$ cat config.mk
export PLATFORM = sky130hd
export DESIGN_NAME = tennis_score_ctrl
export DESIGN_NICKNAME = d
export VERILOG_FILES = /design/src/rtl/tennis_pkg.sv /design/src/rtl/tennis_digit_enc.sv /design/src/rtl/tennis_score_ctrl.sv
export SDC_FILE = /design/constraint.sdc
export NUM_CORES = 1
export LEC_CHECK = 0
export BUFFER_PORTS_ARGS = -buffer_cell sky130_fd_sc_hd__clkbuf_2
export CAP_MARGIN = 20
export CORE_ASPECT_RATIO = 1.25
export CORE_MARGIN = 4
export CORE_UTILIZATION = 40
export CTS_CLUSTER_DIAMETER = 60
export DETAILED_ROUTE_END_ITERATION = 10
export GPL_TIMING_DRIVEN = 0
export HOLD_SLACK_MARGIN = 0.1
export PLACE_DENSITY = 0.6
export SLEW_MARGIN = 10
export SYNTH_ARGS = -nofsm -noshare
export SYNTH_HDL_FRONTEND = slang
export SYNTH_SLANG_ARGS = --single-unit
$ cat constraint.sdc
create_clock -name clk -period 3.3 [get_ports clk]
set_input_delay 0.66 -clock clk [delete_from_list [all_inputs] [get_ports clk]]
set_output_delay 0.66 -clock clk [all_outputs]
set_load 0.01 [all_outputs]
$ cat src/rtl/tennis_pkg.sv
// rtl/tennis_pkg.sv - shared constants, state encoding and scoring helpers for the tennis scorer
package tennis_pkg;

  localparam logic [6:0] ZERO  = 7'b0111111;
  localparam logic [6:0] ONE   = 7'b0000110;
  localparam logic [6:0] TWO   = 7'b1011011;
  localparam logic [6:0] THREE = 7'b1001111;
  localparam logic [6:0] FOUR  = 7'b1100110;
  localparam logic [6:0] FIVE  = 7'b1101101;
  localparam logic [6:0] SIX   = 7'b1111101;
  localparam logic [6:0] SEVEN = 7'b0000111;
  localparam logic [6:0] EIGHT = 7'b1111111;
  localparam logic [6:0] NINE  = 7'b1101111;
  localparam logic [6:0] LET_A = 7'b1110111;
  localparam logic [6:0] LET_d = 7'b1011110;
  localparam logic [6:0] BLANK = 7'b0000000;

  localparam logic [2:0] PT_0  = 3'd0;
  localparam logic [2:0] PT_15 = 3'd1;
  localparam logic [2:0] PT_30 = 3'd2;
  localparam logic [2:0] PT_40 = 3'd3;
  localparam logic [2:0] PT_AD = 3'd4;

  typedef enum logic [1:0] {
    PLAY      = 2'd0,
    GAME_HOLD = 2'd1,
    SET_DONE  = 2'd2
  } state_t;

  localparam logic [7:0] AN_NORMAL = 8'b1011_1101;

  // Point won by A against B; result is {game_to_a, new_pa, new_pb}.
  function automatic logic [6:0] point_step(input logic [2:0] pa, input logic [2:0] pb);
    logic [6:0] r;
    r = {1'b0, pa, pb};
    if (pa < PT_40) begin
      r = {1'b0, pa + 3'd1, pb};
    end else if (pa == PT_40) begin
      if (pb < PT_40)       r = {1'b1, PT_0, PT_0};
      else if (pb == PT_40) r = {1'b0, PT_AD, PT_40};
      else                  r = {1'b0, PT_40, PT_40};
    end else begin
      r = {1'b1, PT_0, PT_0};
    end
    return r;
  endfunction

  function automatic logic [6:0] digit_seg(input logic [3:0] v);
    logic [6:0] s;
    case (v)
      4'd0:    s = ZERO;
      4'd1:    s = ONE;
      4'd2:    s = TWO;
      4'd3:    s = THREE;
      4'd4:    s = FOUR;
      4'd5:    s = FIVE;
      4'd6:    s = SIX;
      4'd7:    s = SEVEN;
      4'd8:    s = EIGHT;
      4'd9:    s = NINE;
      default: s = BLANK;
    endcase
    return s;
  endfunction

endpackage

$ cat src/rtl/tennis_digit_enc.sv
// rtl/tennis_digit_enc.sv - point code to two-digit pattern and 0..9 value to one-digit pattern
module tennis_digit_enc
  import tennis_pkg::*;
(
  input  logic [2:0] i_pt,
  input  logic [3:0] i_val,
  output logic [6:0] o_pt_hi,
  output logic [6:0] o_pt_lo,
  output logic [6:0] o_val
);

  always_comb begin
    o_pt_hi = BLANK;
    o_pt_lo = BLANK;
    case (i_pt)
      PT_0:    begin o_pt_hi = ZERO;  o_pt_lo = ZERO;  end
      PT_15:   begin o_pt_hi = ONE;   o_pt_lo = FIVE;  end
      PT_30:   begin o_pt_hi = THREE; o_pt_lo = ZERO;  end
      PT_40:   begin o_pt_hi = FOUR;  o_pt_lo = ZERO;  end
      PT_AD:   begin o_pt_hi = LET_A; o_pt_lo = LET_d; end
      default: begin o_pt_hi = BLANK; o_pt_lo = BLANK; end
    endcase
    o_val = digit_seg(i_val);
  end

endmodule

$ cat src/rtl/tennis_score_ctrl.sv
// rtl/tennis_score_ctrl.sv - tennis point/game/set scoring with registered seven-segment outputs
module tennis_score_ctrl
  import tennis_pkg::*;
#(
  parameter int GAMES_TO_WIN = 6,
  parameter int HOLD_CYCLES  = 100_000_000,
  parameter int BLINK_CYCLES = 25_000_000
) (
  input  logic        clk,
  input  logic        rst,
  input  logic        point1,
  input  logic        point2,
  output logic [7:0]  an_en,
  output logic [55:0] seg_data,
  output logic [1:0]  winner,
  output logic        game_pulse
);

  localparam int HOLD_W  = (HOLD_CYCLES  > 1) ? $clog2(HOLD_CYCLES)  : 1;
  localparam int BLINK_W = (BLINK_CYCLES > 1) ? $clog2(BLINK_CYCLES) : 1;
  localparam logic [3:0] GAMES_WIN = GAMES_TO_WIN[3:0];
  localparam logic [HOLD_W-1:0]  HOLD_LAST  = HOLD_W'(HOLD_CYCLES - 1);
  localparam logic [BLINK_W-1:0] BLINK_LAST = BLINK_W'(BLINK_CYCLES - 1);

  generate
    if (GAMES_TO_WIN < 1 || GAMES_TO_WIN > 9) begin : g_bad_games
      $error("GAMES_TO_WIN must be 1..9 for a single games digit");
    end
  endgenerate

  state_t             r_state, w_state_nx;
  logic               r_prev1, r_prev2;
  logic [2:0]         r_p1, r_p2, w_p1_nx, w_p2_nx;
  logic [3:0]         r_g1, r_g2, w_g1_nx, w_g2_nx;
  logic [HOLD_W-1:0]  r_hold_cnt, w_hold_nx;
  logic [BLINK_W-1:0] r_blink_cnt, w_blink_cnt_nx;
  logic               r_blink, w_blink_nx;
  logic               r_game_pulse, w_pulse_nx;
  logic [55:0]        r_seg_data;
  logic [7:0]         r_an_en, w_an;
  logic [1:0]         r_winner, w_winner;

  logic w_rise1, w_rise2, w_ev1, w_ev2;
  logic [6:0] w_step1, w_step2;
  logic [6:0] w_p1_hi, w_p1_lo, w_g1_seg, w_p2_hi, w_p2_lo, w_g2_seg;

  // Simultaneous rising edges cancel each other out.
  assign w_rise1 = point1 & ~r_prev1;
  assign w_rise2 = point2 & ~r_prev2;
  assign w_ev1   = w_rise1 & ~w_rise2;
  assign w_ev2   = w_rise2 & ~w_rise1;
  assign w_step1 = point_step(r_p1, r_p2);
  assign w_step2 = point_step(r_p2, r_p1);

  always_comb begin
    w_state_nx     = r_state;
    w_p1_nx        = r_p1;
    w_p2_nx        = r_p2;
    w_g1_nx        = r_g1;
    w_g2_nx        = r_g2;
    w_hold_nx      = r_hold_cnt;
    w_blink_cnt_nx = r_blink_cnt;
    w_blink_nx     = r_blink;
    w_pulse_nx     = 1'b0;
    case (r_state)
      PLAY: begin
        if (w_ev1) begin
          w_p1_nx = w_step1[5:3];
          w_p2_nx = w_step1[2:0];
          if (w_step1[6]) begin
            w_g1_nx    = r_g1 + 4'd1;
            w_pulse_nx = 1'b1;
            w_hold_nx  = '0;
            w_state_nx = (w_g1_nx == GAMES_WIN) ? SET_DONE : GAME_HOLD;
          end
        end else if (w_ev2) begin
          w_p2_nx = w_step2[5:3];
          w_p1_nx = w_step2[2:0];
          if (w_step2[6]) begin
            w_g2_nx    = r_g2 + 4'd1;
            w_pulse_nx = 1'b1;
            w_hold_nx  = '0;
            w_state_nx = (w_g2_nx == GAMES_WIN) ? SET_DONE : GAME_HOLD;
          end
        end
      end
      GAME_HOLD: begin
        if (r_hold_cnt == HOLD_LAST) begin
          w_hold_nx  = '0;
          w_state_nx = PLAY;
        end else begin
          w_hold_nx = r_hold_cnt + 1'b1;
        end
      end
      SET_DONE: begin
        if (r_blink_cnt == BLINK_LAST) begin
          w_blink_cnt_nx = '0;
          w_blink_nx     = ~r_blink;
        end else begin
          w_blink_cnt_nx = r_blink_cnt + 1'b1;
        end
      end
      default: w_state_nx = PLAY;
    endcase
  end

  // Edge history resets high so a button held through reset never scores.
  always_ff @(posedge clk or posedge rst) begin
    if (rst) begin
      r_state      <= PLAY;
      r_prev1      <= 1'b1;
      r_prev2      <= 1'b1;
      r_p1         <= PT_0;
      r_p2         <= PT_0;
      r_g1         <= 4'd0;
      r_g2         <= 4'd0;
      r_hold_cnt   <= '0;
      r_blink_cnt  <= '0;
      r_blink      <= 1'b0;
      r_game_pulse <= 1'b0;
    end else begin
      r_state      <= w_state_nx;
      r_prev1      <= point1;
      r_prev2      <= point2;
      r_p1         <= w_p1_nx;
      r_p2         <= w_p2_nx;
      r_g1         <= w_g1_nx;
      r_g2         <= w_g2_nx;
      r_hold_cnt   <= w_hold_nx;
      r_blink_cnt  <= w_blink_cnt_nx;
      r_blink      <= w_blink_nx;
      r_game_pulse <= w_pulse_nx;
    end
  end

  tennis_digit_enc u_p1_enc (
    .i_pt    (r_p1),
    .i_val   (r_g1),
    .o_pt_hi (w_p1_hi),
    .o_pt_lo (w_p1_lo),
    .o_val   (w_g1_seg)
  );

  tennis_digit_enc u_p2_enc (
    .i_pt    (r_p2),
    .i_val   (r_g2),
    .o_pt_hi (w_p2_hi),
    .o_pt_lo (w_p2_lo),
    .o_val   (w_g2_seg)
  );

  always_comb begin
    w_an     = AN_NORMAL;
    w_winner = 2'b00;
    if (r_state == SET_DONE) begin
      w_winner = (r_g1 == GAMES_WIN) ? 2'b01 : 2'b10;
      if (r_blink) begin
        if (r_g1 == GAMES_WIN) w_an[7] = 1'b0;
        else                   w_an[0] = 1'b0;
      end
    end
  end

  always_ff @(posedge clk or posedge rst) begin
    if (rst) begin
      r_seg_data <= '0;
      r_an_en    <= 8'd0;
      r_winner   <= 2'b00;
    end else begin
      r_seg_data <= {w_g1_seg, BLANK, w_p1_hi, w_p1_lo, w_p2_hi, w_p2_lo, BLANK, w_g2_seg};
      r_an_en    <= w_an;
      r_winner   <= w_winner;
    end
  end

  assign seg_data   = r_seg_data;
  assign an_en      = r_an_en;
  assign winner     = r_winner;
  assign game_pulse = r_game_pulse;

endmodule
==> flow_metrics.tcl <==
set metrics [dict create \
    status "completed" \
    clockPowerShare_pct 44.7 \
    via_count 4705 \
    antenna_found_initial 0 \
    cts_max_level 3 \
    wl_um 12800 \
    cp_max_fo 10 \
    r2r_start "r_prev2" \
    cap_violations 0 \
    place_hpwl_um 9420 \
    netlist_area_um2 5910 \
    cellInternalPower_mw 2.10 \
    clk_pin_slew_ns 0.08 \
    crit_type "in2reg" \
    swShare_pct 21.6 \
    synth_top_family_by_area "simple AND/OR/NAND/NOR gates" \
    cp_common_cell "clkbuf_1" \
    vias_per_cell 5.34 \
    report.final.slew_viol_count 0 \
    final-setup-viol-count 0 \
    grt_pass1_vias 4639 \
    powerDensity_nw_per_um2 391 \
    place_inst 865 \
    cp_cell_sequence "clkbuf_2, nor2b_1, ha_1, clkbuf_1, a2111oi_0, o31ai_2, clkbuf_1, nand2_1, nand3_1" \
    r2r_end "r_hold_cnt[11]" \
    fin_skew_ns 0.00895 \
    power_frac_seq_pct 51.1 \
    combPwrFrac_pct 4.2 \
    cts_tree "done" \
    synth-simple-area-share_pct 20.4 \
    fin_cells 881 \
    multi_input_area_um2 2760 \
    post_cts_resized 0 \
    ios 71 \
    grt-ovfl-total 0 \
    ant_nets 0 \
    syn2layout_area_growth_pct 16.1 \
    p_switching_mw 0.579 \
    rr_worst_depth 8 \
    root_buffer "clkbuf_16" \
    io_buffers 54 \
    vdd_drop_max_mv 0.193 \
    ff_latch_area_um2 2780 \
    gp_congestion 0.906 \
    grtUsageTotal_pct 16.2 \
    ys_ff_latch 111 \
    arrival_ns 3.10 \
    hp-class "in2async" \
    p_leak_nw 3.14 \
    slowest_stage "o31ai_2" \
    dieArea_um2 16800 \
    synth_seq_area_share_pct 47.1 \
    tightest_slew_ns 1.02 \
    die_h_um 144 \
    post-cts-setup-buffer-count 0 \
    nFillCells 1364 \
    fin_crit_ns 2.81 \
    drtIter0Drc 257 \
    final_common_cell "dfrtp_1" \
    antenna_cells 0 \
    dr.pass1.iters 5 \
    grt_max_degree 35 \
    fmax_mhz 356 \
    most-common-layout-cells "dfrtp_1 (109), nand2_1 (55), clkbuf_2 (55)" \
    clkLatencyLatePin_ns 0.35 \
    syn_avg_cell_area_um2 9.62 \
    synth.distinct_cells 58 \
    slowest_delay_ns 0.74 \
    cts_buffer_depth 2 \
    start_kind "input pin" \
    post-route-period-util_pct 85.2 \
    hold_viol 0 \
    slew_headroom_pct 31.7 \
    cp.required_ns 3.59 \
    setup_tns_ns 0 \
    layout.nets 731 \
    initial_utilization_pct 41.0 \
    fp.coreArea_um2 14400 \
    drc_errors 0 \
    synth_xor_area_share_pct 4.89 \
    grt_pass1_wl_um 22100 \
    wire_per_inst_um 14.6 \
    crit_path_end_kind "flip-flop" \
    r2r_slack_ns 0.50 \
    synthArstFlopShare_pct 100 \
    synthAdderAreaFrac_pct 6.14 \
    synth_compound_area_share_pct 12.9 \
    ys.flop_type "dfrtp_1" \
    muxShareOfSynthArea_pct 1.21 \
    cts_made_buffers 9 \
    cts.sinks 111 \
    die_w_um 117 \
    rsz0062_at_grt "false" \
    layout-drive-gt1-share_pct 16.4 \
    ys_warn_count 0 \
    hold_buffers 0 \
    netlist_instances 614 \
    synth_edf_count 0 \
    std_cell_rows 49 \
]
## worst max-delay path: cells and delay by family
family	cells	cell delay [ns]
buffers and inverters	3	0.92
adder cells (fa/ha/maj)	1	0.20
AO/OA/AOI/OAI	2	0.90
AND/OR/NAND/NOR	3	0.42
## flip-flops by register name, indices dropped and copies added, names as in the netlist
register     flops
an_en            3
game_pulse       1
r_blink          1
r_blink_cnt     25
r_g1             4
r_g2             4
r_hold_cnt      27
r_p1             3
r_p2             3
r_prev1          1
r_prev2          1
r_state          2
seg_data        34
winner           2
## worst max path at each step
stage                     end  slack (ns)  startpoint
2_1_floorplan   r_hold_cnt[8]        0.89      point1
3_3_place_gp    r_hold_cnt[0]        0.20      point1
3_5_place_dp    r_hold_cnt[8]        0.07      point1
4_1_cts         r_hold_cnt[8]        0.46     r_prev2
5_1_grt         r_hold_cnt[8]        0.20     r_p1[2]
6_report       r_hold_cnt[11]        0.49      point1
## power groups by stage
| stage | Clock [mW] | Sequential (mW) | Combinational (mW) |
|---|---|---|---|
| after floorplan | 0 | 1.40 | 0.0748 |
| after global placement | 0 | 1.40 | 0.102 |
| after detailed placement | 0 | 1.40 | 0.114 |
| after CTS | 1.23 | 1.37 | 0.114 |
| after global routing | 1.29 | 1.37 | 0.128 |
| final | 1.20 | 1.37 | 0.112 |
## per-layer routing
layer | global-route usage, % | vias to the layer above | wire [um]
met3 | 2.11 | 19 | 534
li1 | - | 2304 | -
met5 | 0 | - | 0
met1 | 21.0 | 2271 | 5670
met2 | 27.0 | 111 | 6370
met4 | 7.19 | 0 | 255
## cells by family after synthesis
family / count (synthesis)
adder cells (fa/ha/maj): 29
other: 2
multiplexers: 7
AO/OA/AOI/OAI: 116
XOR/XNOR: 33
AND/OR/NAND/NOR: 231
flip-flops: 111
buffers and inverters: 85
## per-stage QoR
stage	total power [mW]	hold WS, ns	worst slack [ns]	cell area [um2]	util [%]
6_report	2.68	0.328	0.489	6860	47.6
5_1_grt	2.79	0.363	0.202	6860	47.6
4_1_cts	2.71	0.340	0.457	6860	47.6
3_5_place_dp	1.51	0.486	0.0703	6530	45.3
3_3_place_gp	1.50	0.475	0.195	6460	44.8
2_1_floorplan	1.47	0.456	0.885	5970	-
## cells in the mapped netlist, drive strengths merged, types with 2 or more instances
library cell / instances / area share (%)
a211oi: 3 / 0.38
a2111oi: 2 / 0.30
nand2: 55 / 3.5
a22oi: 2 / 0.25
nand2b: 8 / 0.85
a21boi: 4 / 0.51
xnor2: 23 / 3.4
nor4b: 5 / 0.74
o22ai: 12 / 1.3
nor2: 42 / 2.7
nand4: 20 / 2.1
mux2i: 6 / 1.0
a21oi: 16 / 1.4
dfstp: 2 / 0.89
nor2b: 5 / 0.53
clkbuf: 17 / 1.1
nor4: 7 / 0.74
nand3: 32 / 2.9
inv: 36 / 2.3
dfrtp: 109 / 46
nor3: 16 / 1.4
a31oi: 2 / 0.21
xor2: 10 / 1.5
or3: 10 / 1.1
nor3b: 2 / 0.25
o41ai: 2 / 0.30
conb: 2 / 0.13
o21a: 5 / 0.64
a21o: 16 / 2.0
o21bai: 2 / 0.25
o211ai: 10 / 1.3
and4: 3 / 0.44
o22a: 2 / 0.30
or4: 14 / 1.8
o21ai: 29 / 2.5
buf: 32 / 3.8
ha: 29 / 6.1
and3: 7 / 0.74
o31ai: 3 / 0.47
## final cells by class
cell class / instances / share of cell area (%)
Inverter: 36 / 2.03
Timing Repair Buffer: 58 / 4.89
Buffer: 49 / 4.25
Multi-Input combinational cell: 433 / 40.2
Clock inverter: 6 / 1.35
Tap cell: 178 / 3.25
Clock buffer: 10 / 3.49
Sequential cell: 111 / 40.5
Power figures use the tool's default switching activity.
